$ cat config.mk
export PLATFORM = sky130hd
export DESIGN_NAME = serial_adder
export DESIGN_NICKNAME = d
export VERILOG_FILES = /design/src/rtl/serial_adder.sv
export SDC_FILE = /design/constraint.sdc
export NUM_CORES = 1
export LEC_CHECK = 0
export BUFFER_PORTS_ARGS = -buffer_cell sky130_fd_sc_hd__clkbuf_2
export CORE_MARGIN = 5
export CORE_UTILIZATION = 49
export DETAILED_ROUTE_END_ITERATION = 16
export MAX_ROUTING_LAYER = met4
export PLACE_DENSITY = 0.73
export SETUP_SLACK_MARGIN = 0.1
export SLEW_MARGIN = 20
export SYNTH_ARGS = -nofsm -noshare
export SYNTH_HDL_FRONTEND = slang
export SYNTH_SLANG_ARGS = --single-unit
$ cat constraint.sdc
create_clock -name clk -period 1.3 [get_ports clk]
set_input_delay 0.065 -clock clk [delete_from_list [all_inputs] [get_ports clk]]
set_output_delay 0.065 -clock clk [all_outputs]
set_load 0.05 [all_outputs]
$ cat src/rtl/serial_adder.sv
// Bit-serial N-bit adder: one full-add per clock, LSB first, result published on a done pulse.
// Define SERIAL_ADD_OVF_EN to add the signed-overflow output ovf.
module serial_adder #(
    parameter int N = 8
) (
    input  logic         clk,
    input  logic         rst,
    input  logic         start,
    input  logic [N-1:0] a,
    input  logic [N-1:0] b,
    input  logic         cin,
    output logic         busy,
    output logic         done,
    output logic [N-1:0] sum,
    output logic         cout
`ifdef SERIAL_ADD_OVF_EN
    ,
    output logic         ovf
`endif
);

    // Sized to hold N so the final increment never wraps.
    localparam int CW = $clog2(N + 1);

    typedef enum logic [1:0] {
        IDLE = 2'd0,
        ADD  = 2'd1,
        DONE = 2'd2
    } state_t;

    state_t         state, state_nxt;
    logic [N-1:0]   a_sh, b_sh, res_sh, res_in;
    logic           carry;
    logic [CW-1:0]  cnt;
    logic           sbit, cnxt, last;
`ifdef SERIAL_ADD_OVF_EN
    logic           c_msb;
`endif

    assign sbit = a_sh[0] ^ b_sh[0] ^ carry;
    assign cnxt = (a_sh[0] & b_sh[0]) | (a_sh[0] & carry) | (b_sh[0] & carry);
    assign last = (cnt == CW'(N - 1));
    assign busy = (state != IDLE);

    // Sum bits enter at the MSB so after N shifts bit 0 lands at index 0.
    generate
        if (N == 1) begin : g_res1
            assign res_in = sbit;
        end else begin : g_resn
            assign res_in = {sbit, res_sh[N-1:1]};
        end
    endgenerate

    always_ff @(posedge clk or posedge rst) begin
        if (rst) state <= IDLE;
        else     state <= state_nxt;
    end

    always_comb begin
        state_nxt = state;
        case (state)
            IDLE:    if (start) state_nxt = ADD;
            ADD:     if (last)  state_nxt = DONE;
            DONE:    state_nxt = IDLE;
            default: state_nxt = IDLE;
        endcase
    end

    always_ff @(posedge clk or posedge rst) begin
        if (rst) begin
            a_sh   <= '0;
            b_sh   <= '0;
            res_sh <= '0;
            carry  <= 1'b0;
            cnt    <= '0;
            sum    <= '0;
            cout   <= 1'b0;
            done   <= 1'b0;
`ifdef SERIAL_ADD_OVF_EN
            c_msb  <= 1'b0;
            ovf    <= 1'b0;
`endif
        end else begin
            done <= 1'b0;
            case (state)
                IDLE: begin
                    if (start) begin
                        a_sh  <= a;
                        b_sh  <= b;
                        carry <= cin;
                        cnt   <= '0;
                    end
                end
                ADD: begin
                    a_sh   <= a_sh >> 1;
                    b_sh   <= b_sh >> 1;
                    res_sh <= res_in;
                    carry  <= cnxt;
                    cnt    <= cnt + CW'(1);
`ifdef SERIAL_ADD_OVF_EN
                    // Carry entering the sign bit, needed for two's-complement overflow.
                    if (last) c_msb <= carry;
`endif
                end
                DONE: begin
                    sum  <= res_sh;
                    cout <= carry;
                    done <= 1'b1;
`ifdef SERIAL_ADD_OVF_EN
                    ovf  <= c_msb ^ carry;
`endif
                end
                default: ;
            endcase
        end
    end

endmodule

==> metrics.md, run 1 <==
| Metric | Value |
|---|---|
| Final ANT Viol Nets | 0 |
| Starting DRC count in detailed routing | 64 |
| Final setup fails | 0 |
| Clk sink count | 41 |
| DRC | 0 |
| Final min period | 1270 ps |
| Crit path to | sum[2] |
| Die height | 70.96 um |
| Final worst slack | 29.56 ps |
| Crit path DAT | 1460 ps |
| Worst Tran Pin Value | 358.3 ps |
| Clk buf depth | 2 |
| DRT Pass-1 Iters | 4 |
| Hold Fails Final Rpt | 0 |
| DR vias | 1396 |
| Total power | 6.064 mW |
| Hold WS | 33.02 ps |
| Area grow syn2layout | 35.53% |
| Syn Nets | 186 |
| Worst setup EP type | flip-flop |
| Initial Util | 50.10% |
| Critical Path RT | 1490 ps |
| Fin Setup TNS | 0 ps |
| Status | finished, final reports clean |
| I/O pins | 31 |
| Fmax | 787.1 MHz |
| DP HPWL | 2482 um |
| Flops & latches, synth | 41 |
| Global Route Usage Sum | 17.23% |
| Post-synthesis cell type count | 30 |
| Vias per cell | 5.248 |
| First-pass GRT wire length | 6658 um |
| Row cnt | 22 |
| Synth area leaders | dfrtp_1, nand2_1, mux2_2, a21oi_2, and3b_1 |
| Chip Width | 70.96 um |
| Hold Crit Class | input port to flip-flop |
| RSZ-0062 raised after global routing | yes |
| Die area | 0.005035 sq mm |
| Worst clock skew | 2.525 ps |
| CTS root buf | clkbuf_8 |
| Final Max Tran Viols | 0 |
| Top FF cell, synth | dfrtp_1 |
| Startpoint Class | flip-flop |
| Syn. warnings | 0 |
| Drt total wl | 4032 um |
| Max-slew headroom | 76.01% |
| MaxCap Viol Count | 0 |
| Port Buf Inserts | 30 |
| Global route overflow | 0 |
| Mapped cell area | 0.001820 sq mm |
| Post-synthesis sequential area ratio | 56.36% |
| Diodes inserted | 0 |
| Fraction of registers with async set/reset | 100.0% |
| Post-synth EDFFs | 0 |
| Mapped Avg Cell Area | 11.10 sq um |
| Clock Latency Late Sink | 300 ps |
| Total Nets Final | 239 |
| CTS tree | built |
| Initial antenna violation count | 0 |
| Worst Setup Path Type | flip-flop to flip-flop |
| R2R setup slack | 30 ps |
| CP Launch Point | state[1] |
| Worst-path fanout max | 5 |
| Dpl ws | -48.37 ps |
| PD cells | 2458 mW/mm^2 |
| Part of the cycle the worst path needs | 97.73% |
| FF-to-FF End | sum[2] |
| Reg-to-Reg Start | state[1] |
| Number of global-route vias before repair | 1482 |
| Routed len/inst | 15.16 um |
| CTS Buf Count | 5 |
| H-tree depth | 2 |
| Static leakage | 1.223 nW |
| Most frequent cells in the layout | nand2_1, dfrtp_1, clkbuf_2, o21ai_1, buf_4 |
| Cells after Synth | 164 |
| Clk slew on worst S/H paths | 80 ps |
| Layout cells sized above 1 | 46.79% |
| Peak VDD IR | 0.001442 V |
| Worst R2R Path Depth | 4 |
| Core Area | 0.003633 sq mm |
| Share of the synthesized area in the top cell type | 56.36% |
| Final Wtd Congestion | 0.7480 |
| Commonest non-fill, non-tap cell in the layout | nand2_1 |
| Cell taking the most area after synthesis | dfrtp_1 |
| Largest net degree at the start of global routing | 42 |
-- worst min path at each step --
stage	slack (ps)	from	to	depth (start not counted)
after floorplan	230	cin	carry	2
after global placement	110	rst	done	3
after detailed placement	120	rst	sum[6]	3
after CTS	20	a[7]	a_sh[7]	2
after global routing	40	a[7]	a_sh[7]	2
final	30	a[7]	a_sh[7]	2
-- routing by layer --
layer,share of wire [%],wire [um],track usage [%]
met1,44,1772,21.38
met2,51,2041,27.39
met3,3.9,158,5.682
met4,1.5,59,4.175
met5,0,0,-
-- stage by stage --
stage | util, % | cell area (sq um) | cells
final | 67.91 | 2467 | 266
after global routing | 67.91 | 2467 | 266
after CTS | 65.08 | 2365 | 262
after detailed placement | 56.51 | 2053 | 243
after global placement | 56.51 | 2053 | 243
after floorplan | - | 1821 | 164
-- cells in the mapped netlist (2+ instances only) --
library cell	instances
nand2_1	41
buf_2	6
a22oi_1	8
a21oi_2	7
o21ai_0	7
buf_6	3
inv_1	2
nor2b_1	3
a22o_1	2
mux2_2	9
a32o_1	2
dfrtp_1	41
and3b_1	7
o21ai_1	8
nor2_1	3
-- state kept, by name, indices dropped and copies added, names as in the netlist --
| signal | count |
|---|---|
| sum | 8 |
| cnt | 4 |
| done | 1 |
| carry | 1 |
| res_sh | 8 |
| state | 2 |
| cout | 1 |
| b_sh | 8 |
| a_sh | 8 |
-- cell type report --
| class | instances | area, sq um |
|---|---|---|
| Inverter | 2 | 7.507 |
| Clock buffer | 6 | 82.58 |
| Multi-Input combinational cell | 109 | 799.5 |
| Fill cell | 289 | 1166 |
| Clock inverter | 2 | 37.54 |
| Sequential cell | 41 | 1028 |
| Timing Repair Buffer | 58 | 451.7 |
| Tap cell | 48 | 60.06 |
-- repair_timing --
action / 4_1_cts / 5_1_grt
gates cloned: 1 / 1
endpoints found under the hold margin: 41 / 0
pin swaps: 5 / 11
endpoints found under the setup margin: 33 / 41
buffers inserted: 9 / 3
hold buffers: 1 / 0
resized for setup: 33 / 19
-- critical path, stage by stage (launching register included) --
cell	delay (ps)
dfrtp_2	410
buf_6	120
nor2b_4	170
buf_6	150
mux2_4	300
-- report_power, final --
group | internal, mW | switching [mW]
registers | 1.76 | 0.383
logic | 1.36 | 1.48
clock network | 0.624 | 0.452
-- logic make-up after synthesis --
group	after synthesis	share of synthesized area, %
AND/OR/NAND/NOR	58	14.71
adder cells (fa/ha/maj)	2	1.787
buffers and inverters	14	5.223
multiplexers	10	6.186
flip-flops	41	56.36
AO/OA/AOI/OAI	39	15.74
Power figures use the tool's default switching activity.
==> inputs of run 2 (changes only) <==
--- a/config.mk
+++ b/config.mk
@@ -9,6 +9,7 @@
 export CORE_MARGIN = 5
 export CORE_UTILIZATION = 49
 export DETAILED_ROUTE_END_ITERATION = 16
+export GPL_TIMING_DRIVEN = 0
 export MAX_ROUTING_LAYER = met4
 export PLACE_DENSITY = 0.73
 export SETUP_SLACK_MARGIN = 0.1
==> run 2 against run 1 <==
Net effect:
- cell area decreased by 3.6%
- count of clock-buffer cells in the layout up 1
- register-to-register slack lost 30 ps
- global-route usage is 0.18 points lower
- sequential share of layout area increased by 1.5 points
- fmax down 2.2%
- routed wire length decreased by 2.7%
- worst hold slack worse by 4.0 ps
- clock power shrank 17%
==> metrics.md, run 2 (synthesized netlist as in run 1, its figures left out) <==
| Metric | Value |
|---|---|
| CTS Buf Count | 5 (unchanged) |
| Sw frac | 39.08% (was 38.11%) |
| Clk buf depth | 2 (unchanged) |
| Startpoint Class | flip-flop (unchanged) |
| Largest net degree at the start of global routing | 27 (was 42) |
| Internal cell power | 3.514 mW (was 3.753 mW) |
| Part of the cycle the worst path needs | 99.92% (was 97.73%) |
| Routed len/inst | 14.86 um (was 15.16 um) |
| Worst Setup Path Type | flip-flop to flip-flop (unchanged) |
| Initial Util | 50.10% (unchanged) |
| DR vias | 1362 (was 1396) |
| Final Max Tran Viols | 0 (unchanged) |
| MaxCap Viol Count | 0 (unchanged) |
| DRC | 0 (unchanged) |
| Starting DRC count in detailed routing | 106 (was 64) |
| Worst-path fanout max | 5 (unchanged) |
| Max-slew headroom | 68.68% (was 76.01%) |
| Commonest non-fill, non-tap cell in the layout | nand2_1 (unchanged) |
| Combinational share of power | 48.1% (was 46.8%) |
| Drt total wl | 3922 um (was 4032 um) |
| First-pass GRT wire length | 6520 um (was 6658 um) |
| CTS tree | built (unchanged) |
| Die area | 0.005035 sq mm (unchanged) |
| Hold Crit Class | input port to flip-flop (unchanged) |
| Final min period | 1299 ps (was 1270 ps) |
| Final ANT Viol Nets | 0 (unchanged) |
| Total power | 5.767 mW (was 6.064 mW) |
| Clk slew on worst S/H paths | 80 ps (about the same) |
| DRT Pass-1 Iters | 4 (unchanged) |
| Total Nets Final | 237 (was 239) |
| Vias per cell | 5.159 (was 5.248) |
| PD cells | 2425 mW/mm^2 (was 2458 mW/mm^2) |
| Most frequent cells in the layout | nand2_1, dfrtp_1, clkbuf_2, o21ai_1, buf_4 (unchanged) |
| Status | finished, final reports clean (unchanged) |
| Worst setup EP type | flip-flop (unchanged) |
| Crit path DAT | 1470 ps (was 1460 ps) |
| Port Buf Inserts | 30 (unchanged) |
| Clk sink count | 41 (unchanged) |
| I/O pins | 31 (unchanged) |
| Sequential fraction of design power | 36.3% (was 35.4%) |
| Static leakage | 1.203 nW (was 1.223 nW) |
| RSZ-0062 raised after global routing | yes (unchanged) |
| Die height | 70.96 um (unchanged) |
| Worst Tran Pin Value | 469.8 ps (was 358.3 ps) |
| Worst clock skew | 6.710 ps (was 2.525 ps) |
| H-tree depth | 2 (unchanged) |
| Final Wtd Congestion | 0.8303 (was 0.7480) |
| Final Cell Area | 0.002379 sq mm (was 0.002467 sq mm) |
| Critical Path RT | 1470 ps (was 1490 ps) |
| CTS root buf | clkbuf_8 (unchanged) |
| Number of global-route vias before repair | 1458 (was 1482) |
| Row cnt | 22 (unchanged) |
| P_sw | 2.254 mW (was 2.311 mW) |
| Diodes inserted | 0 (unchanged) |
| # fillers | 305 (was 289) |
| Peak VDD IR | 0.001428 V (was 0.001442 V) |
| Core Area | 0.003633 sq mm (unchanged) |
| Clk network pwr share | 15.6% (was 17.7%) |
| Initial antenna violation count | 0 (unchanged) |
| Layout cells sized above 1 | 41.20% (was 46.79%) |
| Global route overflow | 0 (unchanged) |
| Global Route Usage Sum | 17.05% (was 17.23%) |
| Fmax | 769.9 MHz (was 787.1 MHz) |
| Final setup fails | 0 (unchanged) |
| Hold Fails Final Rpt | 0 (unchanged) |
| DP HPWL | 2550 um (was 2482 um) |
| Hold WS | 28.97 ps (was 33.02 ps) |
| Chip Width | 70.96 um (unchanged) |
| Area grow syn2layout | 30.65% (was 35.53%) |
| Post-placement cell area | 0.002058 sq mm (was 0.002053 sq mm) |
| Clock Latency Late Sink | 290 ps (was 300 ps) |
-- run 2: changes by cell type in the layout (fill, tap and decap cells not counted), sizes merged --
cell	before	now
buf	27	23
clkbuf	36	39
clkinv	0	1
bufinv	1	0
clkinvlp	1	0
-- run 2: routing by layer --
layer | track usage, % | vias up | routed length (um)
li1 | - | 660 | -
met1 | 19.38 | 657 | 1661
met2 | 28.22 | 39 | 1991
met3 | 5.114 | 6 | 197
met4 | 6.681 | 0 | 72
met5 | - | - | 0
-- run 2: power by group through the flow --
stage               Clock, mW  Sequential (mW)  Combinational (mW)
floorplan                   0             2.36                1.40
CTS                     0.927             2.09                2.47
global placement            0             2.09                2.09
finish                  0.899             2.09                2.77
global route            0.984             2.16                3.01
detailed placement          0             2.12                2.16
-- run 2: worst paths after layout --
check	depth (start not counted)	startpoint	slack (ps)	end
worst max register to register	4	state[0]	1	sum[1]
worst min register to register	2	b_sh[1]	490	b_sh[1]
max in group asynchronous	4	rst	550	state[0]
min in group asynchronous	3	rst	290	b_sh[7]
worst max-delay path	4	state[0]	1	sum[1]
worst min-delay path	2	a[7]	30	a_sh[7]
-- run 2: cell type report --
cell class                 count  area (sq um)  share of cell area, %
buffer                        12         122.6                  5.155
clock buffer                   7         96.34                  4.051
clock inverter                 1         5.005                 0.2104
inverter                       2         7.507                 0.3156
multi-input combinational    109         735.7                  30.93
sequential                    41          1027                  43.19
tap                           48         60.06                  2.525
timing repair buffer          44         324.1                  13.62
-- run 2: critical path, stage by stage (launching register included) --
cell	delay, ps
dfrtp_2	420
buf_4	160
nor2b_4	130
buf_6	130
mux2_2	330
-- run 2: per-stage QoR --
step / TNS, ps / std cells / util [%] / setup WS, ps
4_1_cts: -27.50 / 260 / 62.91 / -21.47
6_report: 0 / 264 / 65.46 / 1.081
3_3_place_gp: -7318 / 242 / 55.89 / -179.8
5_1_grt: -372.2 / 264 / 65.46 / -61.94
2_1_floorplan: 0 / 164 / - / 113.5
3_5_place_dp: -14.08 / 243 / 56.65 / -8.237
-- run 2: repair_timing --
action	in CTS	in global routing
pin swaps	1	10
endpoints found under the hold margin	15	0
gates cloned	2	2
buffers inserted	6	2
endpoints found under the setup margin	30	41
gates resized for setup	25	13
hold buffers	1	0
